File: src/rtl/muldiv_unit_if.sv
// Command/result bundle between the execute stage (master) and muldiv_unit (slave).
interface muldiv_unit_if;
   logic        Start;
   logic [2:0]  MdOp;
   logic [31:0] Rs;
   logic [31:0] Rt;
   logic        Busy;
   logic        Done;
   logic [31:0] HI;
   logic [31:0] LO;

   modport master (
      output Start, MdOp, Rs, Rt,
      input  Busy, Done, HI, LO
   );

   modport slave (
      input  Start, MdOp, Rs, Rt,
      output Busy, Done, HI, LO
   );
endinterface

File: src/rtl/muldiv_unit.sv
// Iterative 32-bit multiply/divide unit owning the HI/LO pair.
// The restoring divider is present only when MULDIV_DIV_EN is defined.
module muldiv_unit (
   input logic          CLK,
   input logic          RST,
   muldiv_unit_if.slave bus
);

   typedef enum logic [1:0] {StIdle, StRun, StFix} state_e;

   localparam logic [2:0] OpMult  = 3'd0;
   localparam logic [2:0] OpMultu = 3'd1;
   localparam logic [2:0] OpDiv   = 3'd2;
   localparam logic [2:0] OpDivu  = 3'd3;
   localparam logic [2:0] OpMthi  = 3'd4;
   localparam logic [2:0] OpMtlo  = 3'd5;

   state_e      state_q;
   logic [4:0]  cnt_q;
   logic [31:0] opa_q;
   logic [63:0] acc_q;
   logic        neg_lo_q;
   logic        is_div_q;
   logic        done_q;
   logic [31:0] hi_q;
   logic [31:0] lo_q;

   logic        sgn_op;
   logic        rs_neg;
   logic        rt_neg;
   logic [31:0] rs_mag;
   logic [31:0] rt_mag;
   logic [32:0] mul_sum;
   logic [63:0] mul_next;
   logic [63:0] prod;
`ifdef MULDIV_DIV_EN
   logic        neg_hi_q;
   logic [32:0] rem_sh;
   logic [63:0] div_next;
   logic [31:0] quo;
   logic [31:0] rem;
`endif

   always_comb begin
      sgn_op   = (bus.MdOp == OpMult) || (bus.MdOp == OpDiv);
      rs_neg   = sgn_op & bus.Rs[31];
      rt_neg   = sgn_op & bus.Rt[31];
      rs_mag   = rs_neg ? (~bus.Rs + 32'd1) : bus.Rs;
      rt_mag   = rt_neg ? (~bus.Rt + 32'd1) : bus.Rt;
      // Multiply: upper half accumulates, multiplier shifts out of the lower half.
      mul_sum  = {1'b0, acc_q[63:32]} + {1'b0, opa_q};
      mul_next = acc_q[0] ? {mul_sum, acc_q[31:1]} : {1'b0, acc_q[63:32], acc_q[31:1]};
      prod     = neg_lo_q ? (~acc_q + 64'd1) : acc_q;
`ifdef MULDIV_DIV_EN
      // Divide: remainder in the upper half, dividend shifts out as quotient shifts in.
      rem_sh   = {acc_q[63:32], acc_q[31]};
      div_next = (rem_sh >= {1'b0, opa_q}) ? {rem_sh[31:0] - opa_q, acc_q[30:0], 1'b1}
                                           : {rem_sh[31:0], acc_q[30:0], 1'b0};
      quo      = neg_lo_q ? (~acc_q[31:0] + 32'd1) : acc_q[31:0];
      rem      = neg_hi_q ? (~acc_q[63:32] + 32'd1) : acc_q[63:32];
`endif
   end

   always_ff @(posedge CLK or negedge RST) begin
      if (!RST) begin
         state_q  <= StIdle;
         cnt_q    <= 5'd0;
         opa_q    <= 32'd0;
         acc_q    <= 64'd0;
         neg_lo_q <= 1'b0;
         is_div_q <= 1'b0;
         done_q   <= 1'b0;
         hi_q     <= 32'd0;
         lo_q     <= 32'd0;
`ifdef MULDIV_DIV_EN
         neg_hi_q <= 1'b0;
`endif
      end else begin
         done_q <= 1'b0;
         unique case (state_q)
            StIdle: begin
               if (bus.Start) begin
                  case (bus.MdOp)
                     OpMthi: hi_q <= bus.Rs;
                     OpMtlo: lo_q <= bus.Rs;
                     OpMult, OpMultu: begin
                        opa_q    <= rs_mag;
                        acc_q    <= {32'd0, rt_mag};
                        neg_lo_q <= rs_neg ^ rt_neg;
                        is_div_q <= 1'b0;
                        cnt_q    <= 5'd0;
                        state_q  <= StRun;
                     end
                     OpDiv, OpDivu: begin
                        is_div_q <= 1'b1;
`ifdef MULDIV_DIV_EN
                        opa_q    <= rt_mag;
                        acc_q    <= {32'd0, rs_mag};
                        // Zero divisor keeps the all-ones quotient unsigned.
                        neg_lo_q <= (rs_neg ^ rt_neg) && (bus.Rt != 32'd0);
                        neg_hi_q <= rs_neg;
                        cnt_q    <= 5'd0;
                        state_q  <= StRun;
`else
                        state_q  <= StFix;
`endif
                     end
                     default: ;
                  endcase
               end
            end
            StRun: begin
               cnt_q <= cnt_q + 5'd1;
`ifdef MULDIV_DIV_EN
               acc_q <= is_div_q ? div_next : mul_next;
`else
               acc_q <= mul_next;
`endif
               if (cnt_q == 5'd31) state_q <= StFix;
            end
            StFix: begin
               if (!is_div_q) begin
                  hi_q <= prod[63:32];
                  lo_q <= prod[31:0];
               end
`ifdef MULDIV_DIV_EN
               else begin
                  hi_q <= rem;
                  lo_q <= quo;
               end
`endif
               done_q  <= 1'b1;
               state_q <= StIdle;
            end
            default: state_q <= StIdle;
         endcase
      end
   end

   assign bus.Busy = (state_q != StIdle);
   assign bus.Done = done_q;
   assign bus.HI   = hi_q;
   assign bus.LO   = lo_q;

endmodule

File: src/flat_wrapper.sv
// flat-port wrapper written by rule: the top's interface ports become plain ports
module muldiv_unit_flat 
  (CLK, RST, bus_Start, bus_MdOp, bus_Rs, bus_Rt, bus_Busy, bus_Done, bus_HI, bus_LO);
  muldiv_unit_if bus_i ();
  input logic CLK;
  input logic RST;
  input wire logic [$bits(bus_i.Start)-1:0] bus_Start;
  input wire logic [$bits(bus_i.MdOp)-1:0] bus_MdOp;
  input wire logic [$bits(bus_i.Rs)-1:0] bus_Rs;
  input wire logic [$bits(bus_i.Rt)-1:0] bus_Rt;
  output wire logic [$bits(bus_i.Busy)-1:0] bus_Busy;
  output wire logic [$bits(bus_i.Done)-1:0] bus_Done;
  output wire logic [$bits(bus_i.HI)-1:0] bus_HI;
  output wire logic [$bits(bus_i.LO)-1:0] bus_LO;
  assign bus_i.Start = bus_Start;
  assign bus_i.MdOp = bus_MdOp;
  assign bus_i.Rs = bus_Rs;
  assign bus_i.Rt = bus_Rt;
  assign bus_Busy = bus_i.Busy;
  assign bus_Done = bus_i.Done;
  assign bus_HI = bus_i.HI;
  assign bus_LO = bus_i.LO;
  muldiv_unit u_core (.CLK(CLK), .RST(RST), .bus(bus_i));
endmodule
File: config.mk
export PLATFORM = sky130hd
export DESIGN_NAME = muldiv_unit_flat
export DESIGN_NICKNAME = d
export VERILOG_FILES = /design/src/rtl/muldiv_unit_if.sv /design/src/rtl/muldiv_unit.sv /design/src/flat_wrapper.sv
export SDC_FILE = /design/constraint.sdc
export NUM_CORES = 1
export LEC_CHECK = 0
export BUFFER_PORTS_ARGS = -buffer_cell sky130_fd_sc_hd__buf_2
export CAP_MARGIN = 15
export CORE_ASPECT_RATIO = 0.6
export CORE_MARGIN = 8
export CORE_UTILIZATION = 40
export DETAILED_ROUTE_END_ITERATION = 6
export SLEW_MARGIN = 0
export SYNTH_ARGS = -nofsm -noshare
export SYNTH_HDL_FRONTEND = slang
export SYNTH_SLANG_ARGS = --single-unit
export TNS_END_PERCENT = 50
File: constraint.sdc
create_clock -name CLK -period 3.3 [get_ports CLK]
set_input_delay 0.165 -clock CLK [delete_from_list [all_inputs] [get_ports CLK]]
set_output_delay 0.165 -clock CLK [all_outputs]
set_load 0.05 [all_outputs]
Word-level counts from Yosys, hierarchy flattened

Cells that the tools add are included.

Output and inout bits: 66
Logic and storage cells: 74
Bits of input ports: 70
Flip-flop bits (word level): 170

Equality and inequality tests: 15
Reductions and logical operators: 15
Multiplexer cells: 24
Add/subtract/negate cells: 5
Bitwise gates (word level): 6

Operators by type and width:

| cell                                                                  | number |
|---|---|
| 32-bit two-way mux                                                    | 8 |
| 64-bit two-way mux                                                    | 4 |
| 32-bit one-hot mux with 2 select lines                                | 2 |
| 64-bit one-hot mux with 2 select lines                                | 1 |
| 32-bit by 1-bit adder with 32-bit output, second input constant       | 2 |
| 64-bit by 1-bit adder with 64-bit output, second input constant       | 1 |
| 32-bit inverter                                                       | 2 |
| 64-bit inverter                                                       | 1 |
| 32-bit by 32-bit adder with 33-bit output                             | 1 |
| 3-bit AND reduction                                                   | 4 |
| 5-bit two-way mux                                                     | 2 |
| 2-bit != test, second input constant                                  | 5 |
| 5-bit one-hot mux with 2 select lines                                 | 1 |
| 2-bit one-hot mux with 2 select lines                                 | 2 |
| 4-bit AND reduction                                                   | 2 |
| 2-bit nonzero test                                                    | 4 |
| 3-bit by 2-bit equality test with 1-bit output, second input constant | 2 |
| 3-bit equality test, second input constant                            | 2 |
| 5-bit by 1-bit adder with 5-bit output, second input constant         | 1 |
| 5-bit equality test, second input constant                            | 1 |
| 2-bit two-way mux                                                     | 2 |
| 2-bit OR reduction                                                    | 2 |
| 3-bit by 1-bit equality test with 1-bit output, second input constant | 1 |
| 3-bit zero test                                                       | 1 |
| other kinds (10)                                                      | 11 |

Longest topological paths before layout

Gate-level depths: netlist of the first run.

Depth in word-level cells: 7
Mapped depth: 10
Depth with buffers taken out: 10

Worst setup path before layout of the first run

OpenSTA, ideal clock, no wires.

Kind: reg2reg
From: register u_core.acc_q[16]
To: register u_core.hi_q[19] (netlist: u_core.bus.HI[19])
Buffers on the path: 0
Stages on the path, launching flop included: 8
Period minus slack after synthesis: 2.521 ns
Data required time: 3.163 ns
Arrival time: 2.384 ns
Slack: 0.779 ns
Setup time: 0.137 ns
Path through: dfrtp_1 or4_4 or4b_4 nor4_4 nand4_1 o31ai_2 xor2_1 a21oi_1

Longest elaborated chain between the ends: 5

RTL lines:

| what                                     | line               | RTL |
|---|---|---|
| from (decl)                              | muldiv_unit.sv:21  | `logic [63:0] acc_q;` |
| from (signal assigned)                   | muldiv_unit.sv:88  | `acc_q <= {32'd0, rt_mag};` |
| from (signal assigned)                   | muldiv_unit.sv:117 | `acc_q <= mul_next;` |
| 64-bit inverter                          | muldiv_unit.sv:53  | `prod = neg_lo_q ? (~acc_q + 64'd1) : acc_q;` |
| 64-bit by 1-bit adder with 64-bit output | muldiv_unit.sv:53  |  |
| 64-bit two-way mux                       | muldiv_unit.sv:53  |  |
| 32-bit two-way mux                       | muldiv_unit.sv:122 | `if (!is_div_q) begin` |
| 32-bit one-hot mux with 2 select lines   | muldiv_unit.sv:80  | `unique case (state_q)` |
| to (signal assigned)                     | muldiv_unit.sv:84  | `OpMthi: hi_q <= bus.Rs;` |
| to (signal assigned)                     | muldiv_unit.sv:123 | `hi_q <= prod[63:32];` |
| to (decl)                                | muldiv_unit.sv:25  | `logic [31:0] hi_q;` |

Every way passes these cells. The select of a mux whose other input is x is not followed.
A chain may end at the register's enable or synchronous reset.

Worst setup path in the final report of the first run

From: register u_core.acc_q[4]
To: register u_core.hi_q[21] (netlist: u_core.bus.HI[21])

The elaborated chain is that of the path after synthesis.

==> results of run 1 <==
-- cell families after synthesis --
kind of cell             Yosys count  share of synthesized area
AO/OA/AOI/OAI                    494                      0.255
AND/OR/NAND/NOR                  430                      0.183
multiplexers                      15                     0.0133
XOR/XNOR                         137                      0.103
buffers and inverters            112                     0.0410
adder cells (fa/ha/maj)           38                     0.0414
flip-flops                       170                      0.364
-- per-stage QoR --
| stage | hold slack (ps) | util |
|---|---|---|
| 4_1_cts | 15.5 | 0.471 |
| 3_3_place_gp | 229 | 0.451 |
| 5_1_grt | 30.6 | 0.471 |
| 3_5_place_dp | 225 | 0.451 |
| 6_report | 36.6 | 0.471 |
| 2_1_floorplan | -131 | - |
-- layout make-up --
cell class                 instances  area, µm²  share of cell area
multi-input combinational       1114       6950               0.514
sequential                       170       4260               0.314
timing repair buffer             191       1140              0.0844
clock buffer                      21        470              0.0348
tap                              375        469              0.0347
inverter                          33        124             0.00915
clock inverter                    10        116             0.00860
antenna                            1       2.50            0.000185
-- power breakdown --
part | internal, W | switching [W] | total [W]
clock network | 0.00117 | 0.000904 | 0.00208
logic | 0.00284 | 0.00554 | 0.00838
registers | 0.00308 | 0.00120 | 0.00428
total | 0.00709 | 0.00764 | 0.0147
-- synthesized netlist by cell type, drive strengths merged (13+ instances only) --
cell | number | share of area
nor3 | 28 | 0.012
nor2 | 112 | 0.036
o21ai | 188 | 0.081
ha | 37 | 0.040
o22ai | 15 | 0.0080
inv | 32 | 0.010
xor2 | 78 | 0.059
nand4 | 18 | 0.011
o31ai | 29 | 0.019
clkbuf | 73 | 0.026
nand2 | 144 | 0.046
dfrtp | 170 | 0.36
a21oi | 126 | 0.054
a22oi | 35 | 0.023
o41ai | 13 | 0.010
or3 | 22 | 0.012
nor4 | 19 | 0.012
nand3 | 21 | 0.0090
xnor2 | 59 | 0.044
-- worst paths after layout --
check	endpoint	slack, ps	depth (start not counted)
max	u_core.bus.HI[21]$_DFFE_PN0P_	380	7
min	u_core.opa_q[31]$_DFFE_PN0P_	40	3
max reg2reg	u_core.bus.HI[21]$_DFFE_PN0P_	380	7
min reg2reg	u_core.bus.LO[11]$_DFFE_PN0P_	480	2
max in group asynchronous	u_core.bus.HI[29]$_DFFE_PN0P_	2060	3
min in group asynchronous	u_core.state_q[1]$_DFFE_PN0P_	280	2
-- flip-flops by register name, indices dropped and copies added, names as in the netlist --
signal	flops
u_core.state_q	2
u_core.bus.Done	1
u_core.cnt_q	5
u_core.acc_q	64
u_core.neg_lo_q	1
u_core.opa_q	32
u_core.bus.HI	32
u_core.is_div_q	1
u_core.bus.LO	32
-- critical path, delay by kind of cell (launching register included) --
| family | cells | cell delay (ps) |
|---|---|---|
| xor+xnor | 1 | 240 |
| flops | 1 | 430 |
| compound gates | 2 | 370 |
| simple gates | 4 | 1760 |
-- routing by layer --
metal  part of all wire  vias to the layer above
met5            0.00025                        -
li1                   -                     5348
met2               0.39                      623
met1               0.48                     5705
met4              0.013                        2
met3               0.12                       46
==> flow_metrics.tcl, run 1 <==
set metrics [dict create \
    vdd_drop_max_uv 647 \
    grt.met3_usage 0.0637 \
    n_fill_cell 2829 \
    io_buffers 135 \
    grt_pass1_vias 10700 \
    max_stage_delay_ps 660 \
    final_common_cell "o21ai_0" \
    critPathKind "flip-flop to flip-flop" \
    cts-root-buf "clkbuf_16" \
    clk_pin_slew_ps 70 \
    grt_max_degree 69 \
    clock_path_buffers 2 \
    antenna_found_initial 2 \
    ys_seq_area_frac 0.364 \
    place_inst 1882 \
    wl_um 44800 \
    ys_ff_latch 170 \
    synth_edf_count 0 \
    grt_pass1_wl_um 68100 \
    max-slew-margin-rel 0.439 \
    p_leak_nw 5.79 \
    cpMaxStageDelayCell "or4_2" \
    die-width_um 237 \
    area_delta_synth_final_pct 15.9 \
    syn_area_mm2 0.0117 \
    vias 11700 \
    cts_setup_buffers 0 \
    htreeDepth 4 \
    placed_cell_area_mm2 0.0129 \
    crit_path_frequent_cell "o21ai_0" \
    drt_first_pass_iters 6 \
    crit_chain "or3_4, or4_2, nor4_4, nand3_1, o21ai_0, xor2_1, o21ai_0" \
    die_h_um 148 \
    cts_hold_buf 1 \
    fin_nets 1635 \
    wl_per_cell_um 23.4 \
    period_minus_slack_ps 2920 \
    die_area_mm2 0.0351 \
    syn_inst 1396 \
    place_ws_ps 459 \
    vias_per_cell 6.12 \
    drv_cap 0 \
    crit_required_ps 3620 \
    rsz0062_at_grt "no" \
    ctsResizeCount 0 \
    io_pins 136 \
    ant_nets 0 \
    dp_hpwl_um 34300 \
    synthArstFlopShare 1.00 \
    arrival_ps 3230 \
    finClkSkew_ps 11.2 \
    stdcell_count 1915 \
    outcome "finished, final reports clean" \
    numCtsBuffers 17 \
    crit_start "u_core.acc_q[4]$_DFFE_PN0P_" \
    gp_congestion 0.946 \
    grt_use_met1 0.391 \
    ys_types 75 \
    cts_sinks 170 \
    tns_ps 0 \
    gr-max-usage-layer "met1" \
    max_freq_ghz 0.343 \
    cp_max_fo 5 \
    drt_iter0_drc 1513 \
    start_kind "flip-flop" \
    route.detailed.drc 0 \
    critPathCaptureType "flip-flop" \
    rr_startpoint "u_core.acc_q[4]$_DFFE_PN0P_" \
    grt-ovfl-total 0 \
    core.rowCount 48 \
    design.core.area_mm2 0.0287 \
    grt_util_met2 0.337 \
    grt_use_total 0.252 \
    tritoncts "yes" \
    synth.yosys.warnings 0 \
    ys.flop_type "dfrtp_1" \
    p_total_w 0.0147 \
    layout-drive-gt1-share 0.166 \
    hp-class "input port to flip-flop" \
    power_density_mw_per_mm2 1090 \
    layout_setup_ws_ps 381 \
    fin_crit_sh 0.884 \
    hold_viol_final 0 \
    initial_core_util 0.407 \
    synth_fp_nets 1504 \
    finalMaxSlewViolations 0 \
    worst_pin_slew_ps 840 \
    syn_area_per_cell_um2 8.36 \
    final_cell_mix "o21ai_0, dfrtp_1, nand2_1" \
    clock_latency_ps 450 \
    fin_area_mm2 0.0135 \
    hp-start "bus_Rs[31]" \
    setup_viol 0 \
]
Note: power is estimated with default switching activity, not from simulation.
==> run 2: changes to the inputs <==
--- a/config.mk
+++ b/config.mk
@@ -11,6 +11,8 @@
 export CORE_MARGIN = 8
 export CORE_UTILIZATION = 40
 export DETAILED_ROUTE_END_ITERATION = 6
+export PLACE_DENSITY = 0.55
+export SETUP_SLACK_MARGIN = 0.5
 export SLEW_MARGIN = 0
 export SYNTH_ARGS = -nofsm -noshare
 export SYNTH_HDL_FRONTEND = slang
==> run 2 against run 1 <==
  * Final area rose by 1.4%
  * Largest cell class unchanged
  * Worst hold slack gained 2.3 ps
  * Critical path type unchanged
  * Critical path depth stayed put
==> flow_metrics.tcl, run 2 (synthesis results as in run 1) <==
set metrics [dict create \
    reg2reg_setup_slack_ps 540 \
    fin_area_mm2 0.0137 \
    critPathCaptureType "flip-flop" \
    hp-class "input port to flip-flop" \
    largest_reg_flops 64 \
    start_kind "flip-flop" \
    layout-drive-gt1-share 0.182 \
    holdPathStages 3 \
    placed_cell_area_mm2 0.0130 \
    hold_end "u_core.bus.LO[29]$_DFFE_PN0P_" \
    drt_iter0_drc 1388 \
    drv_cap 0 \
    initial_core_util 0.407 \
    tritoncts "yes" \
    power_density_mw_per_mm2 1110 \
    drt_first_pass_iters 5 \
    core.rowCount 48 \
    vdd_drop_max_uv 835 \
    clock_path_buffers 2 \
    vias 11800 \
    hp-start "bus_Rs[29]" \
    fin_crit_sh 0.836 \
    critPathKind "flip-flop to flip-flop" \
    area_delta_synth_final_pct 17.6 \
    max-slew-margin-rel 0.444 \
    clk_pin_slew_ps 70 \
    htreeDepth 4 \
    die_area_mm2 0.0351 \
    fin_nets 1653 \
    register_area_mm2 0.00426 \
    outcome "finished, final reports clean" \
    multi_input_area_mm2 0.00699 \
    io_pins 136 \
    wl_per_cell_um 24.6 \
    place_ws_ps 463 \
    regMostFlops "u_core.acc_q" \
    p_leak_nw 5.89 \
    cts-root-buf "clkbuf_16" \
    dp_hpwl_um 36600 \
    die_h_um 148 \
    gp_congestion 0.937 \
    worst_pin_slew_ps 831 \
    io_buffers 135 \
    clock_latency_ps 460 \
    grt_max_degree 64 \
    cts_sinks 170 \
    route.detailed.drc 0 \
    layout_setup_ws_ps 541 \
    setup_viol 0 \
    final_cell_mix "o21ai_0, dfrtp_1, nand2_1" \
    finClkSkew_ps 10.8 \
    wl_um 47500 \
    arrival_ps 3140 \
    period_minus_slack_ps 2760 \
    antenna_found_initial 0 \
    diodes 0 \
    grt_pass1_wl_um 71100 \
    cp_max_fo 7 \
    vias_per_cell 6.11 \
    grt_pass1_vias 10800 \
    finalMaxSlewViolations 0 \
    ant_nets 0 \
    max_freq_ghz 0.362 \
    r2r_cells 7 \
    die-width_um 237 \
    grt_use_total 0.267 \
    tns_ps 0 \
    hold_viol_final 0 \
    n_fill_cell 2849 \
    final_common_cell "o21ai_0" \
    rsz0062_at_grt "yes" \
    design.core.area_mm2 0.0287 \
    numCtsBuffers 17 \
    regToRegEndpoint "u_core.acc_q[54]$_DFFE_PN0P_" \
    rr_startpoint "u_core.acc_q[45]$_DFFE_PN0P_" \
    crit_required_ps 3680 \
    grt-ovfl-total 0 \
]
==> run 2: cell types whose count changed in the layout (fill, tap and decap cells not counted), sizes merged <==
cell / previous run / this run
inv: 33 / 37
clkbuf: 21 / 19
buf: 190 / 207
diode: 1 / 0
dlygate4sd3: 1 / 2
clkinv: 6 / 5
==> run 2: layout make-up <==
class                   count  area share
clock inverters            13      0.0114
flip-flops and latches    170       0.310
well taps                 375      0.0342
multi-input cells        1114       0.509
inverters                  33     0.00902
repair buffers            209      0.0932
clock buffers              19      0.0330
==> run 2: repair_timing <==
action                                  CTS  global route
buffers inserted                          3             4
endpoints found under the hold margin    60             0
pin swaps                                 2             6
hold buffers                              2             0
endpoints found under the setup margin    6            24
gates resized for setup                   0            14
==> run 2: power by group <==
part / internal [W] / leakage [nW] / total, W / switching, W
Clock: 0.00118 / 0.293 / 0.00214 / 0.000968
Combinational: 0.00297 / 3.50 / 0.00881 / 0.00584
Sequential: 0.00308 / 2.09 / 0.00431 / 0.00123
==> run 2: worst max path at each step <==
stage                                 start                            end  slack [ps]  cells past startpoint
2_1_floorplan  u_core.acc_q[16]$_DFFE_PN0P_  u_core.bus.HI[19]$_DFFE_PN0P_         780                      7
3_3_place_gp   u_core.acc_q[16]$_DFFE_PN0P_  u_core.bus.HI[25]$_DFFE_PN0P_         510                      7
3_5_place_dp   u_core.acc_q[16]$_DFFE_PN0P_  u_core.bus.HI[25]$_DFFE_PN0P_         460                      7
4_1_cts        u_core.acc_q[16]$_DFFE_PN0P_  u_core.bus.HI[25]$_DFFE_PN0P_         490                      8
5_1_grt        u_core.acc_q[33]$_DFFE_PN0P_   u_core.acc_q[58]$_DFFE_PN0P_         420                      8
6_report       u_core.acc_q[45]$_DFFE_PN0P_   u_core.acc_q[54]$_DFFE_PN0P_         540                      7
==> run 2: critical path, stage by stage (launching register included) <==
cell and delay [ps]:
dfrtp_1 520, ha_1 460, nand4_1 210, or3_1 380, o21ai_0 590, a21oi_1 200, xor2_1 180, o21ai_0 150
==> run 2: metrics by stage <==
step                      instances  utilization  hold WS (ps)  power, W
after floorplan                1396            -          -131   0.00993
after global placement         1892        0.453           208    0.0128
after detailed placement       1892        0.453           219    0.0128
after CTS                      1929        0.476          14.3    0.0150
after global routing           1933        0.478          32.5    0.0162
final                          1933        0.478          38.9    0.0153
==> run 2: layer usage <==
layer	up-vias	global-route usage	routed length [µm]
li1	5386	-	-
met1	5783	0.416	23200
met2	608	0.343	18000
met3	42	0.0868	5660
met4	0	0.0597	656
met5	-	0	0
